[config.mk]
export PLATFORM = sky130hd
export DESIGN_NAME = parking_occupancy_ctrl
export DESIGN_NICKNAME = d
export VERILOG_FILES = /design/src/rtl/parking_pkg.sv /design/src/rtl/parking_occupancy_ctrl_gate_detector.sv /design/src/rtl/parking_occupancy_ctrl.sv
export SDC_FILE = /design/constraint.sdc
export NUM_CORES = 1
export LEC_CHECK = 0
export ABC_AREA = 1
export CORE_UTILIZATION = 55
export CTS_BUF_LIST = sky130_fd_sc_hd__clkbuf_2
export DETAILED_ROUTE_END_ITERATION = 12
export GPL_TIMING_DRIVEN = 1
export PLACE_DENSITY = 0.79
export SYNTH_ARGS = -nofsm -noshare
export SYNTH_HDL_FRONTEND = slang
export SYNTH_HIERARCHICAL = 1
export SYNTH_SLANG_ARGS = --single-unit
[constraint.sdc]
create_clock -name clk -period 5.9 [get_ports clk]
set_clock_uncertainty 0.2 [all_clocks]
set_input_delay 1.475 -clock clk [delete_from_list [all_inputs] [get_ports clk]]
set_output_delay 1.475 -clock clk [all_outputs]
set_load 0.01 [all_outputs]
[src/rtl/parking_pkg.sv]
// Shared types and helpers for the parking occupancy controller.
// Optional water lockout is enabled with the WATER_LOCKOUT_EN macro (see top module).
package parking_pkg;

    typedef enum logic [1:0] {
        WAIT_LOW = 2'd0,
        IDLE     = 2'd1,
        ARMING   = 2'd2,
        HELD     = 2'd3
    } det_state_t;

    localparam int DEFAULT_CAPACITY = 40;
    localparam int DEFAULT_DEBOUNCE = 2;

    // popcount operates on a fixed-width vector; callers zero-extend into it.
    localparam int POP_MAX_W = 64;

    function automatic logic [7:0] popcount(input logic [POP_MAX_W-1:0] v);
        logic [7:0] n;
        n = '0;
        for (int i = 0; i < POP_MAX_W; i++) begin
            n = n + {7'd0, v[i]};
        end
        return n;
    endfunction

endpackage

[src/rtl/parking_occupancy_ctrl_gate_detector.sv]
// gate_detector: debounces one car sensor and emits a single 1-cycle evt per car.
// A sensor that is already high when reset releases must go low before it can count.
module gate_detector
    import parking_pkg::*;
#(
    parameter int DEBOUNCE = DEFAULT_DEBOUNCE
) (
    input  logic       clk,
    input  logic       reset,
    input  logic       sensor,
    output logic       evt,
    output logic [1:0] state_dbg
);

    localparam int CW = $clog2(DEBOUNCE + 1);
    localparam logic [CW-1:0] DEB = CW'(DEBOUNCE);
    localparam logic [CW-1:0] ONE = CW'(1);

    det_state_t    state_q, state_d;
    logic [CW-1:0] cnt_q, cnt_d;
    logic          evt_q, evt_d;

    always_comb begin
        state_d = state_q;
        cnt_d   = cnt_q;
        evt_d   = 1'b0;
        case (state_q)
            WAIT_LOW: begin
                if (!sensor) state_d = IDLE;
            end
            IDLE: begin
                if (sensor) begin
                    cnt_d = ONE;
                    if (ONE == DEB) begin
                        state_d = HELD;
                        evt_d   = 1'b1;
                    end else begin
                        state_d = ARMING;
                    end
                end
            end
            ARMING: begin
                if (sensor) begin
                    cnt_d = cnt_q + ONE;
                    if (cnt_q + ONE == DEB) begin
                        state_d = HELD;
                        evt_d   = 1'b1;
                    end
                end else begin
                    // Short glitch: drop it without counting.
                    state_d = IDLE;
                end
            end
            HELD: begin
                if (!sensor) state_d = IDLE;
            end
            default: state_d = WAIT_LOW;
        endcase
    end

    always_ff @(posedge clk) begin
        if (!reset) begin
            state_q <= WAIT_LOW;
            cnt_q   <= '0;
            evt_q   <= 1'b0;
        end else begin
            state_q <= state_d;
            cnt_q   <= cnt_d;
            evt_q   <= evt_d;
        end
    end

    assign evt       = evt_q;
    assign state_dbg = state_q;

endmodule

[src/rtl/parking_occupancy_ctrl.sv]
// Multi-gate parking occupancy controller: per-sensor debounce plus a saturating counter.
// Define WATER_LOCKOUT_EN to close all entry barriers and refuse entries while flood is high.
module parking_occupancy_ctrl
    import parking_pkg::*;
#(
    parameter int N_GATES  = 2,
    parameter int CAPACITY = DEFAULT_CAPACITY,
    parameter int DEBOUNCE = DEFAULT_DEBOUNCE,
    localparam int CNT_W   = $clog2(CAPACITY + 1)
) (
    input  logic                   clk,
    input  logic                   reset,
    input  logic [N_GATES-1:0]     ent_sensor,
    input  logic [N_GATES-1:0]     sai_sensor,
    input  logic                   flood,
    output logic [CNT_W-1:0]       occupancy,
    output logic                   vazio,
    output logic                   cheio,
    output logic [N_GATES-1:0]     ent_allowed,
    output logic                   rejected,
    output logic                   err_underflow,
    output logic [4*N_GATES-1:0]   det_state_dbg
);

    localparam int SUM_W = CNT_W + $clog2(N_GATES) + 1;
    localparam logic [SUM_W-1:0] CAP_S = SUM_W'(CAPACITY);
    localparam logic [SUM_W-1:0] ONE_S = SUM_W'(1);

    logic [N_GATES-1:0] ent_evt;
    logic [N_GATES-1:0] sai_evt;
    logic               lockout;

    for (genvar g = 0; g < N_GATES; g++) begin : g_det
        gate_detector #(.DEBOUNCE(DEBOUNCE)) u_ent (
            .clk       (clk),
            .reset     (reset),
            .sensor    (ent_sensor[g]),
            .evt       (ent_evt[g]),
            .state_dbg (det_state_dbg[2*g +: 2])
        );
        gate_detector #(.DEBOUNCE(DEBOUNCE)) u_sai (
            .clk       (clk),
            .reset     (reset),
            .sensor    (sai_sensor[g]),
            .evt       (sai_evt[g]),
            .state_dbg (det_state_dbg[2*(N_GATES+g) +: 2])
        );
    end

`ifdef WATER_LOCKOUT_EN
    assign lockout = flood;
`else
    logic unused_flood;
    assign unused_flood = flood;
    assign lockout      = 1'b0;
`endif

    logic [CNT_W-1:0]     occupancy_q, occupancy_d;
    logic                 rejected_q, rejected_d;
    logic                 err_underflow_q, err_underflow_d;
    logic [POP_MAX_W-1:0] exit_vec;
    logic [SUM_W-1:0]     n_exit, occ_ext, after_exit, space, granted;

    always_comb begin
        exit_vec                = '0;
        exit_vec[N_GATES-1:0]   = sai_evt;
        n_exit                  = SUM_W'(popcount(exit_vec));
        occ_ext                 = SUM_W'(occupancy_q);

        // Exits first, clamped at zero; any excess is flagged.
        err_underflow_d = (n_exit > occ_ext);
        after_exit      = err_underflow_d ? '0 : (occ_ext - n_exit);
        space           = CAP_S - after_exit;

        // Walking gates upward grants the remaining space to the lowest indices.
        granted    = '0;
        rejected_d = 1'b0;
        for (int g = 0; g < N_GATES; g++) begin
            if (ent_evt[g]) begin
                if (!lockout && (granted < space)) begin
                    granted = granted + ONE_S;
                end else begin
                    rejected_d = 1'b1;
                end
            end
        end

        occupancy_d = CNT_W'(after_exit + granted);
    end

    always_ff @(posedge clk) begin
        if (!reset) begin
            occupancy_q     <= '0;
            rejected_q      <= 1'b0;
            err_underflow_q <= 1'b0;
        end else begin
            occupancy_q     <= occupancy_d;
            rejected_q      <= rejected_d;
            err_underflow_q <= err_underflow_d;
        end
    end

    assign occupancy     = occupancy_q;
    assign rejected      = rejected_q;
    assign err_underflow = err_underflow_q;
    assign vazio         = (occupancy_q == '0);
    assign cheio         = (occupancy_q == CNT_W'(CAPACITY));
    assign ent_allowed   = {N_GATES{!cheio && !lockout}};

endmodule

**Word-level counts from Yosys, hierarchy flattened**

Index checks and enable logic that the tools add are counted.

- Flip-flop bits (word level): 28
- Input bits: 7

- Add/sub/neg operators: 9
- Order comparisons: 3
- Eq/ne operators: 33
- Mux-type cells: 45
- Reduce and logical (&&, ||, !) cells: 26

Operator list:

| kind | count |
|---|---|
| $mux W2 | 25 |
| $reduce_and A3 Y1 | 12 |
| $eq A2 B2 Y1 const B | 12 |
| $ne A2 B2 Y1 const B | 12 |
| $pmux W2 S3 | 4 |
| $pmux W2 S2 | 4 |
| $ne A3 B2 Y1 const B | 4 |
| $mux W1 | 10 |
| $add A2 B1 Y2 const B | 4 |
| $eq A2 B1 Y1 const B | 4 |
| $logic_not A2 Y1 | 4 |
| $lt A1 B8 Y1 | 1 |
| $lt A1 B8 Y1 const A | 1 |
| $mux W8 | 1 |
| $reduce_bool A2 Y1 | 4 |
| $reduce_or A2 Y1 | 4 |
| $sub A6 B8 Y8 const A | 1 |
| $sub A6 B2 Y7 | 1 |
| $add A6 B6 Y6 | 1 |
| $eq A6 B6 Y1 const B | 1 |
| $gt A2 B6 Y1 | 1 |
| $logic_not A6 Y1 | 1 |
| $mux W6 | 1 |
| $add A1 B1 Y2 | 1 |
| other kinds (2) | 2 |

**Depth between registers and ports, before layout**

- Word-level depth: 11
- Depth in mapped cells: 29

**Cells and area by module**

The synthesis kept the hierarchy.

Modules (own cells, without submodules):

| module | instances | cells an instance | area an instance (um^2) | seq. area each (um^2) |
|---|---|---|---|---|
| gate_detector | 4 | 38 | 270.3 | 100.1 |
| parking_occupancy_ctrl | 1 | 112 | 800.8 | 160.2 |

**Worst setup path after synthesis**

OpenSTA, ideal clock, no wires.

- Path kind: reg2reg
- Start point: register g_det[0].u_sai.evt_q
- End point: register occupancy_q[4], in the netlist occupancy[4]
- Setup time: 0.058 ns
- Data arrival time: 3.516 ns
- Setup slack: 2.126 ns
- Stages on the path, launching flop included: 25
- Path buffers: 0
- Period minus slack after synthesis: 3.774 ns
- Cell sequence: dfxtp_1 > ha_1 > ha_1 > fa_1 > nor2_1 > inv_1 > ha_1 > nand2_2 > a21oi_2 > nand3_2 > nand2_2 > nand2_1 > nand2_1 > inv_1 > ha_1 > nand2_1 > inv_1 > o21bai_1 > ha_1 > inv_1 > fa_1 > nor2_1 > nand2_1 > a21oi_1 > o21a_1

- Word-level cells in the longest chain between the ends: 11
- Elaborated cells between the ends (all ways): 13
- Classes of those cells: add/sub: 5; order compare: 3; mux: 5

RTL lines:

| item | RTL line | text |
|---|---|---|
| start, declared | parking_occupancy_ctrl_gate_detector.sv:21 | `logic evt_q, evt_d;` |
| start signal, assigned | parking_occupancy_ctrl_gate_detector.sv:69 | `evt_q <= evt_d;` |
| $add A1 B1 Y2 * | parking_pkg.sv:22 | `n = n + {7'd0, v[i]};` |
| $sub A6 B2 Y7 / $gt A2 B6 Y1 (equally long branches) | parking_occupancy_ctrl.sv:72, parking_occupancy_ctrl.sv:71 |  |
| $mux W8 * | parking_occupancy_ctrl.sv:72 | `after_exit = err_underflow_d ? '0 : (occ_ext - n_exit);` |
| $sub A6 B8 Y8 | parking_occupancy_ctrl.sv:73 | `space = CAP_S - after_exit;` |
| $lt A1 B8 Y1 | parking_occupancy_ctrl.sv:80 | `if (!lockout && (granted < space)) begin` |
| $mux W1 | parking_occupancy_ctrl.sv:80 |  |
| $mux W1 | parking_occupancy_ctrl.sv:79 | `if (ent_evt[g]) begin` |
| $lt A1 B8 Y1 / $add A1 B1 Y2 (equally long branches) | parking_occupancy_ctrl.sv:80, parking_occupancy_ctrl.sv:81 |  |
| $mux W2 | parking_occupancy_ctrl.sv:80 |  |
| $mux W6 | parking_occupancy_ctrl.sv:79 |  |
| $add A6 B6 Y6 * | parking_occupancy_ctrl.sv:88 | `occupancy_d = CNT_W'(after_exit + granted);` |
| end signal, assigned | parking_occupancy_ctrl.sv:97 | `occupancy_q <= occupancy_d;` |
| end, declared | parking_occupancy_ctrl.sv:58 | `logic [CNT_W-1:0] occupancy_q, occupancy_d;` |

Mark *: on every way between the ends. The rest lies on a longest branch, timed or not.
A chain may end at the register's enable or synchronous reset.

**Worst setup path after layout**

Same ends and word-level chain as after synthesis.

==> summary.md <==
| Metric | Value |
|---|---|
| Status | completed |
| Top Ports | 27 |
| Final Hold Fails | 0 |
| Critical Path AT | 4230 ps |
| Hold-fix buffer count after cts | 0 |
| Post-CTS Setup Bufs | 0 |
| Critical Path Fanout Max | 4 |
| Num CTS Buffers | 3 |
| DR iter-0 viols | 52 |
| Post-DP HPWL | about 2.5 mm |
| Worst vdd ir | slightly above 0.2 mV |
| Root buf cell | clkbuf_2 |
| Pin count of the biggest net entering global routing | 21 |
| DRT Wirelength | 3.341 mm |
| Initial antenna violation count | 0 |
| Final setup fails | 0 |
| RePlAce Congestion | around 0.77 |
| Post-route DRC violation count | 0 |
| Clk_lat worst skew | between 300 and 400 ps |
| Post-Syn Area per Cell | 7.128 um^2 |
| Vias per inst | 4.887 |
| Share of cells above drive strength 1 | ~11% |
| Leakage | slightly above 1 nW |
| Multi-input combinational cell area | around 0.0011 mm^2 |
| CTS clk-pin slew, worst paths | about 270 ps |
| Die Ht | approximately 60 um |
| Buffers on Ports | 25 |
| Smallest hold slack | 290.9 ps |
| Clock sink count | 28 |
| Most frequent cells in the layout | inv_1, nand2_1, nor2_1 |
| Tcrit/Tclk final | approximately 70% |
| Sequential element share of the synthesized area | between 20% and 30% |
| Pwr Total | approximately 0.00066 W |
| Worst hold path type | flip-flop to flip-flop |
| Mapped cell area | between 0.0015 and 0.002 mm^2 |
| # nets final | 321 |
| Fin util | between 70% and 80% |
| Routed WL per cell | around 9.9 um |
| Top sig layer | met4 |
| Met1 wire length | around 1.6 mm |
| Number of nets with antenna violations after routing | 0 |
| Fillers | roughly 280 |
| Synth cell types | 26 |
| Max Fclk | roughly 240 MHz |
| First-pass GRT wire length | between 5 and 6 mm |
| #FFs+latches synth | 28 |
| Core Region | roughly 0.0032 mm^2 |
| Vias in the first global route | approximately 1500 |
| Crit path kind | flip-flop to flip-flop |
| Cells after DPL | around 330 |
| Rows | 20 |
| Worst setup SP type | flip-flop |
| Synth Instances | between 200 and 300 |
| WP data required | around 6000 ps |
| Diode count | 0 |
| Commonest non-fill, non-tap cell in the layout | inv_1 |
| Register area | between 500 and 600 um^2 |
| Die Width | between 60 and 70 um |
| Post-Layout Cell Count | roughly 340 |
| Clock tree from TritonCTS | yes |
| Metal2 WL | ~1.7 mm |
| CTS-repair resized insts | 0 |
| Synth warn | 6 |
| Area growth syn-to-layout | 18.22% |
| Slew @ Worst Pin | between 700 and 800 ps |
| Max_slew headroom | about half |
| Setup_tns | 0 ps |
| GRT Residual Overflow | 0 |
| Clock buffer depth | 2 |
| Drt first pass iters | 4 |
| Syn_nets | approximately 300 |
| Top cell type by total area after synthesis | dfxtp_1 |
| Area share of the largest cell type after synthesis | 29.79% |
| Cell Pwr Density | just under 300 mW/mm^2 |
| Die Footprint | 0.003660 mm^2 |
| Crit end category | flip-flop |
| DR vias | 1642 |
| Synth top area cells | dfxtp_1, ha_1, inv_1 |
| H-tree depth | 1 |
| Period minus WS final | 4090 ps |
| Met3 WL | 80 um |
| Max-slew violation count | 0 |
| Initial cell density of the core | 59.68% |
| GR Util All Layers | 21.17% |
| RSZ-0062 raised after global routing | false |
| MaxCap Viol Count | 0 |
registers in the layout (all words and copies together), names as in the netlist:
register               flops
occupancy                  6
g_det.u_ent/cnt_q          4
g_det.u_ent/state_dbg      4
g_det.u_sai/cnt_q          4
g_det.u_sai/state_dbg      4
g_det.u_ent/evt            2
g_det.u_sai/evt            2
err_underflow              1
rejected                   1
where the power goes:
part | leakage [nW] | switching [W] | internal [W]
combinational | 0.773 | 0.000162 | 0.000131
clock | 0.0266 | 0.0000595 | 0.0000582
sequential | 0.229 | 0.0000285 | 0.000222
total | 1.03 | 0.000250 | 0.000411
worst paths after layout:
kind | startpoint | endpoint | slack (ps) | depth (start not counted)
min reg2reg | g_det[0].u_ent/cnt_q[0] | g_det[0].u_ent/cnt_q[0] | 290 | 2
max | g_det[0].u_sai/evt | occupancy[4] | 1810 | 24
min | g_det[0].u_ent/cnt_q[0] | g_det[0].u_ent/cnt_q[0] | 290 | 2
max reg2reg | g_det[0].u_sai/evt | occupancy[4] | 1810 | 24
cells in the mapped netlist:
cell type	number
o21ai_4	2
or2_1	1
o21bai_1	2
ha_1	19
nor2_2	4
a21oi_1	9
inv_1	53
nand3_1	11
nand3_2	2
buf_4	1
xor2_2	1
fa_1	2
nand4_1	6
xnor2_1	1
o21a_1	1
dfxtp_1	28
nor2_1	36
nor3_1	5
nand2_4	3
a21oi_2	6
inv_2	2
nand2_2	8
o21ai_2	1
nand2_1	40
o21ai_0	16
or2_0	4
critical path: stages, from the launching register on:
cell and delay, ps:
dfxtp_1 370, ha_1 280, ha_1 210, fa_1 520, nor2_1 70, inv_1 100
ha_1 210, nand2_2 90, a21oi_2 140, nand3_2 80, nand2_2 90, nand2_1 60
nand2_1 70, inv_1 40, ha_1 260, nand2_1 40, inv_1 40, o21bai_1 100
ha_1 180, inv_1 50, fa_1 410, nor2_1 130, nand2_1 70, a21oi_1 130
o21a_1 130
metrics by stage:
step	cell area [um^2]	worst slack, ps
floorplan	1882	2126
global placement	2180	1886
detailed placement	2180	1842
CTS	2225	1773
global route	2225	1365
finish	2225	1810
metal layers:
layer	global-route usage [%]	vias to the layer above
met3	3.198	5
met2	39.72	20
met1	24.21	735
met4	7.468	0
met5	0	-
li1	-	882
logic make-up after synthesis:
kind of cell | share of synthesized area, %
AO/OA/AOI/OAI | 12.83
flip-flops | 29.79
XOR/XNOR | 1.330
adder cells (fa/ha/maj) | 14.76
AND/OR/NAND/NOR | 29.92
buffers and inverters | 11.37
cell type report:
| class | count | area share (%) |
|---|---|---|
| multi-input cells | 180 | 49.78 |
| inverters | 55 | 9.280 |
| clock inverters | 1 | 1.350 |
| repair buffers | 25 | 11.25 |
| well taps | 44 | 2.475 |
| clock buffers | 3 | 0.6749 |
| flip-flops and latches | 28 | 25.20 |
Note: power is estimated with default switching activity, not from simulation.
